**src/rtl/seg_reader.sv**
```systemverilog
// seg_reader: observes a multiplexed, active-low 4-digit seven-segment display
// bus and recovers the hex digits being shown on it.
//
// A {an,seg} sample must stay unchanged for STABLE_CYCLES consecutive edges
// before it is captured. Only samples that select exactly one digit are
// accepted. A frame_done pulse follows once all four digits have been
// captured since the previous frame.
//
// Ports:
//   clk          rising-edge clock
//   resetn       asynchronous active-low reset
//   seg[6:0]     active-low segments {g,f,e,d,c,b,a}
//   an[3:0]      active-low digit enables
//   clear        synchronous clear of all captured state
//   value[15:0]  decoded hex nibbles, digit i in value[4i+3:4i]
//   digit_valid  per-digit flag: the nibble holds a legal glyph
//   err          sticky per-digit flag: an illegal pattern was captured
//   frame_done   one-cycle pulse after all four digits were captured
module seg_reader #(
  parameter int STABLE_CYCLES = 4
) (
  input  logic        clk,
  input  logic        resetn,
  input  logic [6:0]  seg,
  input  logic [3:0]  an,
  input  logic        clear,
  output logic [15:0] value,
  output logic [3:0]  digit_valid,
  output logic [3:0]  err,
  output logic        frame_done
);

  localparam logic [0:0] COLLECT = 1'b0;
  localparam logic [0:0] DONE    = 1'b1;
  localparam logic [3:0] STABLE  = 4'(STABLE_CYCLES);

  logic [10:0] sample_reg;
  logic [3:0]  count_reg;
  logic [3:0]  count_next;
  logic [3:0]  seen_reg;
  logic [0:0]  state_reg;

  logic [10:0] sample_in;
  logic        capture;
  logic        one_hot;
  logic [3:0]  dsel;
  logic [6:0]  lit;
  logic        legal;
  logic        blank;
  logic [3:0]  code;
  logic        accept;
  logic [3:0]  seen_upd;

  assign sample_in = {an, seg};
  assign lit       = ~seg;
  assign blank     = (lit == 7'b0000000);

  always_comb begin
    if (sample_in != sample_reg)
      count_next = 4'd1;
    else if (count_reg == 4'hF)
      count_next = count_reg;
    else
      count_next = count_reg + 4'd1;
  end

  // Only the edge that moves the counter onto STABLE captures; a saturated
  // counter sitting at STABLE (STABLE_CYCLES=15) must not re-trigger.
  assign capture = (count_next == STABLE) && (count_reg != STABLE);

  always_comb begin
    one_hot = 1'b1;
    dsel    = 4'b0000;
    case (an)
      4'b1110: dsel = 4'b0001;
      4'b1101: dsel = 4'b0010;
      4'b1011: dsel = 4'b0100;
      4'b0111: dsel = 4'b1000;
      default: one_hot = 1'b0;
    endcase
  end

  always_comb begin
    legal = 1'b1;
    code  = 4'h0;
    case (lit)
      7'b0111111: code = 4'h0;
      7'b0000110: code = 4'h1;
      7'b1011011: code = 4'h2;
      7'b1001111: code = 4'h3;
      7'b1100110: code = 4'h4;
      7'b1101101: code = 4'h5;
      7'b1111101: code = 4'h6;
      7'b0000111: code = 4'h7;
      7'b1111111: code = 4'h8;
      7'b1101111: code = 4'h9;
      7'b1110111: code = 4'hA;
      7'b1111100: code = 4'hB;
      7'b0111001: code = 4'hC;
      7'b1011110: code = 4'hD;
      7'b1111001: code = 4'hE;
      7'b1110001: code = 4'hF;
      default:    legal = 1'b0;
    endcase
  end

  assign accept   = capture && one_hot;
  assign seen_upd = seen_reg | (accept ? dsel : 4'b0000);

  always_ff @(posedge clk or negedge resetn) begin
    if (!resetn) begin
      sample_reg  <= '1;
      count_reg   <= 4'd0;
      seen_reg    <= 4'b0000;
      state_reg   <= COLLECT;
      value       <= 16'h0000;
      digit_valid <= 4'b0000;
      err         <= 4'b0000;
    end else begin
      // The sample register tracks the bus even during clear.
      sample_reg <= sample_in;
      if (clear) begin
        count_reg   <= 4'd0;
        seen_reg    <= 4'b0000;
        state_reg   <= COLLECT;
        value       <= 16'h0000;
        digit_valid <= 4'b0000;
        err         <= 4'b0000;
      end else begin
        count_reg <= count_next;
        if (accept) begin
          for (int i = 0; i < 4; i++) begin
            if (dsel[i]) begin
              if (legal) begin
                value[4*i +: 4] <= code;
                digit_valid[i]  <= 1'b1;
              end else if (blank) begin
                value[4*i +: 4] <= 4'h0;
                digit_valid[i]  <= 1'b0;
              end else begin
                digit_valid[i]  <= 1'b0;
                err[i]          <= 1'b1;
              end
            end
          end
        end
        if (state_reg == COLLECT) begin
          seen_reg <= seen_upd;
          if (seen_upd == 4'hF)
            state_reg <= DONE;
        end else begin
          // Leaving DONE wipes seen, but a capture on this very edge still
          // counts toward the next frame.
          seen_reg  <= accept ? dsel : 4'b0000;
          state_reg <= COLLECT;
        end
      end
    end
  end

  assign frame_done = (state_reg == DONE);

endmodule

```
**config.mk**
```make
export PLATFORM = sky130hd
export DESIGN_NAME = seg_reader
export DESIGN_NICKNAME = d
export VERILOG_FILES = /design/src/rtl/seg_reader.sv
export SDC_FILE = /design/constraint.sdc
export NUM_CORES = 1
export LEC_CHECK = 0
export CAP_MARGIN = 30
export CORE_ASPECT_RATIO = 0.7
export CORE_MARGIN = 2
export CORE_UTILIZATION = 50
export DETAILED_ROUTE_END_ITERATION = 6
export GPL_ROUTABILITY_DRIVEN = 0
export GPL_TIMING_DRIVEN = 0
export PLACE_DENSITY = 0.78
export SKIP_LAST_GASP = 1
export SYNTH_ARGS = -nofsm -noshare
export SYNTH_HDL_FRONTEND = slang
export SYNTH_SLANG_ARGS = --single-unit
export TNS_END_PERCENT = 50
```
**constraint.sdc**
```tcl
create_clock -name clk -period 3 [get_ports clk]
set_input_delay 0.6 -clock clk [delete_from_list [all_inputs] [get_ports clk]]
set_output_delay 0.6 -clock clk [all_outputs]
set_load 0.02 [all_outputs]
```
Word-level counts from Yosys, hierarchy flattened. Cells that the tools add are included.

Bits of input ports: 14. Bits in registers: 44. Output and inout bits: 25. Word-level logic and storage cells: 105.

Reduce and logical (&&, ||, !) cells: 23. Bitwise operators: 2. Mux-type cells: 36. Add/subtract/negate cells: 1. Eq/ne operators: 27.

Operators by type and width (count): equality test 7 bit, second input constant (12); 2-to-1 mux 4 bit (16); one-hot mux 4 bit (15 select lines) (1); 2-to-1 mux 16 bit (2); equality test 4 bit, second input constant (5); 2-to-1 mux 1 bit (16); one-hot mux 4 bit (4 select lines) (1); AND reduction 4 bit (4); OR reduction 16 bit (1); equality test 7 x 3 -> 1 bit, second input constant (2); equality test 7 x 6 -> 1 bit, second input constant (2); AND reduction 3 bit (4); != test 11 bit (1); nonzero test 2 bit (5); equality test 4 x 3 -> 1 bit, second input constant (2); AND reduction 2 bit (4); logical NOT 7 bit (1); inverter 7 bit (1); adder 4 x 1 -> 4 bit, second input constant (1); != test 2 bit, second input constant (2); != test 4 x 3 -> 1 bit, second input constant (1); bitwise OR 4 bit (1); OR reduction 4 bit (1); nonzero test 3 bit (1); logical AND 1 bit (2).

Logic depth before layout (Yosys ltp).
Depth in word-level cells: 12. Gate-level depth with buffers: 9. Mapped depth without buffers: 8.

Worst setup path after synthesis. No wires, ideal clock.

Path type: register -> register. Start point: register count_reg[0]. End point: register value[14]. Library setup time: 79 ps. Buffers on the path: 0. Arrival time: 2296 ps. Clock period less this slack: 2376 ps. Data required time: 2921 ps. Stages on the path, launching flop included: 9. Path slack: 624 ps. Path through: dfrtp_1 inv_1 ha_1 or4b_1 o21ai_0 nor2_1 or4b_4 nor2_4 mux2i_1.

Word-level cells in the longest chain between the ends: 8. Elaborated cells between the ends (all ways): 10. Classes of those cells: add/sub: 1; eq/ne: 3; mux: 2; reduce/logical: 4.

Ends and longest elaborated chain: start, declared (line 38) `logic [3:0] count_reg;`; start signal, assigned (line 130) `count_reg <= count_next;`; adder 4 x 1 -> 4 bit or equality test 4 bit (tied branches) (line 64, 61); 2-to-1 mux 4 bit (line 61) `else if (count_reg == 4'hF)`; 2-to-1 mux 4 bit (line 59) `if (sample_in != sample_reg)`; equality test 4 x 3 -> 1 bit (line 69) `assign capture = (count_next == STABLE) && (count_reg != STABLE);`; logical AND 1 bit (*) (line 69); logical AND 1 bit (*) (line 107) `assign accept = capture && one_hot;`; nonzero test 2 bit (no line) (*); AND reduction 3 bit (no line) (*); end signal, assigned by index (line 135) `value[4*i +: 4] <= code;`; end, declared (line 27) `output logic [15:0] value,`.

Every way passes the cells marked *; elsewhere a longest branch is shown, timed or not. A chain may end at the register's enable or synchronous reset.

Worst setup path after layout.
Start point: input port seg[3]. End point: register value[7].

Word-level cells in the longest chain between the ends: 8. Elaborated cells between the ends (all ways): 33. Classes of those cells: eq/ne: 18; mux: 7; bitwise: 1; reduce/logical: 7.

Ends and longest elaborated chain: start, declared (line 24) `input logic [6:0] seg,`; inverter 7 bit (line 55) `assign lit = ~seg;`; equality test 7 bit, or another cell as far along (line 86) `case (lit)`; OR reduction 16 bit (no line); 2-to-1 mux 1 bit (line 86); 2-to-1 mux 4 bit (line 134) `if (legal) begin`; 2-to-1 mux 4 bit (line 133) `if (dsel[i]) begin`; 2-to-1 mux 16 bit (line 131) `if (accept) begin`; 2-to-1 mux 16 bit (line 122) `if (clear) begin`.

Several ways; a longest one is shown, not always the timed one. The select of a mux whose other input is x is not followed.

==> reports/results.txt <==
Rows: 21
most frequent cells in the layout: 37 x clkdlybuf4s50_1, 33 x dfrtp_1, 21 x nand2b_1
CP cell instances: clkdlybuf4s50_1 > buf_6 > xor2_1 > nor4_1 > nand4_1 > nor4_2 > nand2b_1 > mux2i_1
EDFF count, synth: 0
gr usage total: 0.221
FFs w/ async S/R, synth: 1.00
leading cell type in the layout, fill and taps excluded: clkdlybuf4s50_1
non-filler cells, final: 368
top cells by area, synth: dfrtp_1 33%, dfstp_2 12%, mux2i_1 5.6%, nand2b_1 5.3%, xor2_1 3.9%
power density cells: 393 mW/mm²
Mapped Area: 0.00250 mm²
layout net count: 314
H-tree depth: 2
Clock Sinks: 44
Final HPWL DP: 4.24 mm
slowest CP cell: nor4_2
Starting Density: 0.520
skew final: 10.3 ps
CP delay by family, top: simple AND/OR/NAND/NOR gates
Netlist cell types: 49
synth warn: 0
TritonCTS clock tree: done
WP data arrival: 3080 ps
Power Internal: 912 µW
register-to-register path setup slack: 320 ps
Die H: 63.2 µm
max-cap violation count: 0
CP Class: input pin to flip-flop
Post-route DRC: 0
Ant. Diodes: 0
power share of the sequential group: 0.502
Setup violations, final: 0
syn nets: 268
input/output buffers: 38
Final ANT Viol Nets: 0
final hold violation count: 0
Switching Fraction: 0.251
drt first pass iters: 4
Final Cycle Share: 0.951
worst hold path type: input pin to asynchronous set/reset pin
unrepaired setup endpoints after global routing: false
max reg flops: 16
Lkg Pwr: 0.00124 µW
final slew viol count: 0
Root Driver: clkbuf_8
wire per inst: 15.3 µm
via-per-instance ratio: 5.61
Top-Level Pins: 39
antenna violations before repair: 0
die area: 0.00559 mm²
WP buf/inv: 2
post-synthesis sequential area ratio: 0.446
Crit Path Max Fanout: 10
clock-pin slew on the worst setup and hold paths: 90 ps
Inserted Clock Buffers: 5
CP startpoint kind: input pin
routed wire length: 5.64 mm
Avg Cell Area, Syn: 9.92 µm²
overall power: 1220 µW
highest clock rate: 350 MHz
worst-skew pair later-pin latency: 300 ps
Synth top area share: 0.330
clk buf depth: 2
Synth area leader: dfrtp_1
Iter 0 DRT Violations: 152
setup bufs post-CTS: 0
hold_buf cts: 0
Post-CTS Resized: 0
core region area: 0.00481 mm²
share of cells above drive strength 1: 0.134
Synth Instances: 252
ys flop type: dfrtp_1
first-pass GRT wire length: 9.63 mm
Layout area overhead: 23.9%
WHS: 191 ps
Remaining Overflow, GRT: 0
Clock power frac: 0.385
status: finished, final reports clean
Period minus WS final: 2850 ps
slowest cell delay on critical path: 680 ps
Post-Place Cells: 360
Worst EP required: 3220 ps
worst vdd ir: 0.222 mV
vias: 2,063
Comb pwr share: 0.113
relative slew slack: 0.561
vias in the first global route: 2,016
Crit. End Element: flip-flop
worst slew pin tran: 653 ps
#FFs+latches synth: 44
largest net degree at the start of global routing: 31
net switching power: 306 µW
die width: 88.5 µm
==> metrics by stage <==
step	setup TNS (ps)	setup WS, ps	utilization	instance area, µm²
CTS	0	184	0.644	3100
global placement	-425	-98.4	0.617	2970
finish	0	147	0.644	3100
detailed placement	-715	-100	0.620	2980
floorplan	0	624	-	2500
global route	0	29.9	0.644	3100
==> layer usage <==
| metal | vias to the layer above | part of all wire | GRT usage |
|---|---|---|---|
| li1 | 1002 | - | - |
| met1 | 1002 | 0.50 | 0.320 |
| met2 | 50 | 0.44 | 0.336 |
| met3 | 9 | 0.045 | 0.0550 |
| met4 | 0 | 0.013 | 0.0455 |
| met5 | - | 0 | 0 |
==> worst register-to-register path, delay by kind of cell (launching register included) <==
kind	cells	cell delay, ps
flip-flops	1	430
multiplexers	1	220
buffers and inverters	1	70
AO/OA/AOI/OAI	1	130
adder cells (fa/ha/maj)	1	330
AND/OR/NAND/NOR	4	1420
==> path summary, 6_finish.rpt <==
path                         startpoint           end  depth (start not counted)
min                              resetn  count_reg[2]                          1
min reg2reg                      err[2]        err[2]                          2
min in group clk                 err[2]        err[2]                          2
max reg2reg                count_reg[0]      value[7]                          8
max in group asynchronous        resetn     value[15]                          2
max                              seg[3]      value[7]                          8
==> cells in the mapped netlist (2+ instances only) <==
library cell  number
nor4bb_1           2
inv_1              4
dfrtp_1           33
nor2_1            15
nor4_1             7
mux2i_1           14
nor4_2             2
nor4b_1            3
nand3b_1           2
nor2b_1            8
nand4b_1           3
nand4_1            3
o211ai_1           2
a31oi_1            2
dfstp_2           11
or4b_4             3
nand2_1           10
o21ai_0           12
clkbuf_1           5
a21oi_1           10
o21ai_1            9
buf_2              8
nor3b_1            8
and3_1             3
and4_1             2
ha_1               2
nor3_1             9
a21o_1             2
nand2b_1          21
xnor2_1            3
nand3_1            6
xor2_1            11
==> cells by family after synthesis <==
group / count (synthesis) / synth area share
multiplexers: 14 / 0.0561
AND/OR/NAND/NOR: 113 / 0.293
flip-flops: 44 / 0.446
adder cells (fa/ha/maj): 2 / 0.0100
XOR/XNOR: 14 / 0.0491
AO/OA/AOI/OAI: 46 / 0.109
buffers and inverters: 19 / 0.0370
==> cell type report <==
type,instances,area (µm²)
Clock buffer,5,68.8
Tap cell,69,86.3
Multi-Input combinational cell,189,1290
Buffer,15,77.6
Fill cell,399,1710
Inverter,4,15.0
Clock inverter,3,46.3
Timing Repair Buffer,39,395
Sequential cell,44,1110
==> power by group through the flow <==
| stage | combinational [µW] | clock [µW] | sequential, µW |
|---|---|---|---|
| floorplan | 76.5 | 0 | 622 |
| global placement | 132 | 0 | 622 |
| detailed placement | 137 | 0 | 622 |
| CTS | 138 | 478 | 611 |
| global route | 151 | 515 | 612 |
| finish | 138 | 469 | 611 |
(Power assumes the default switching activity.)
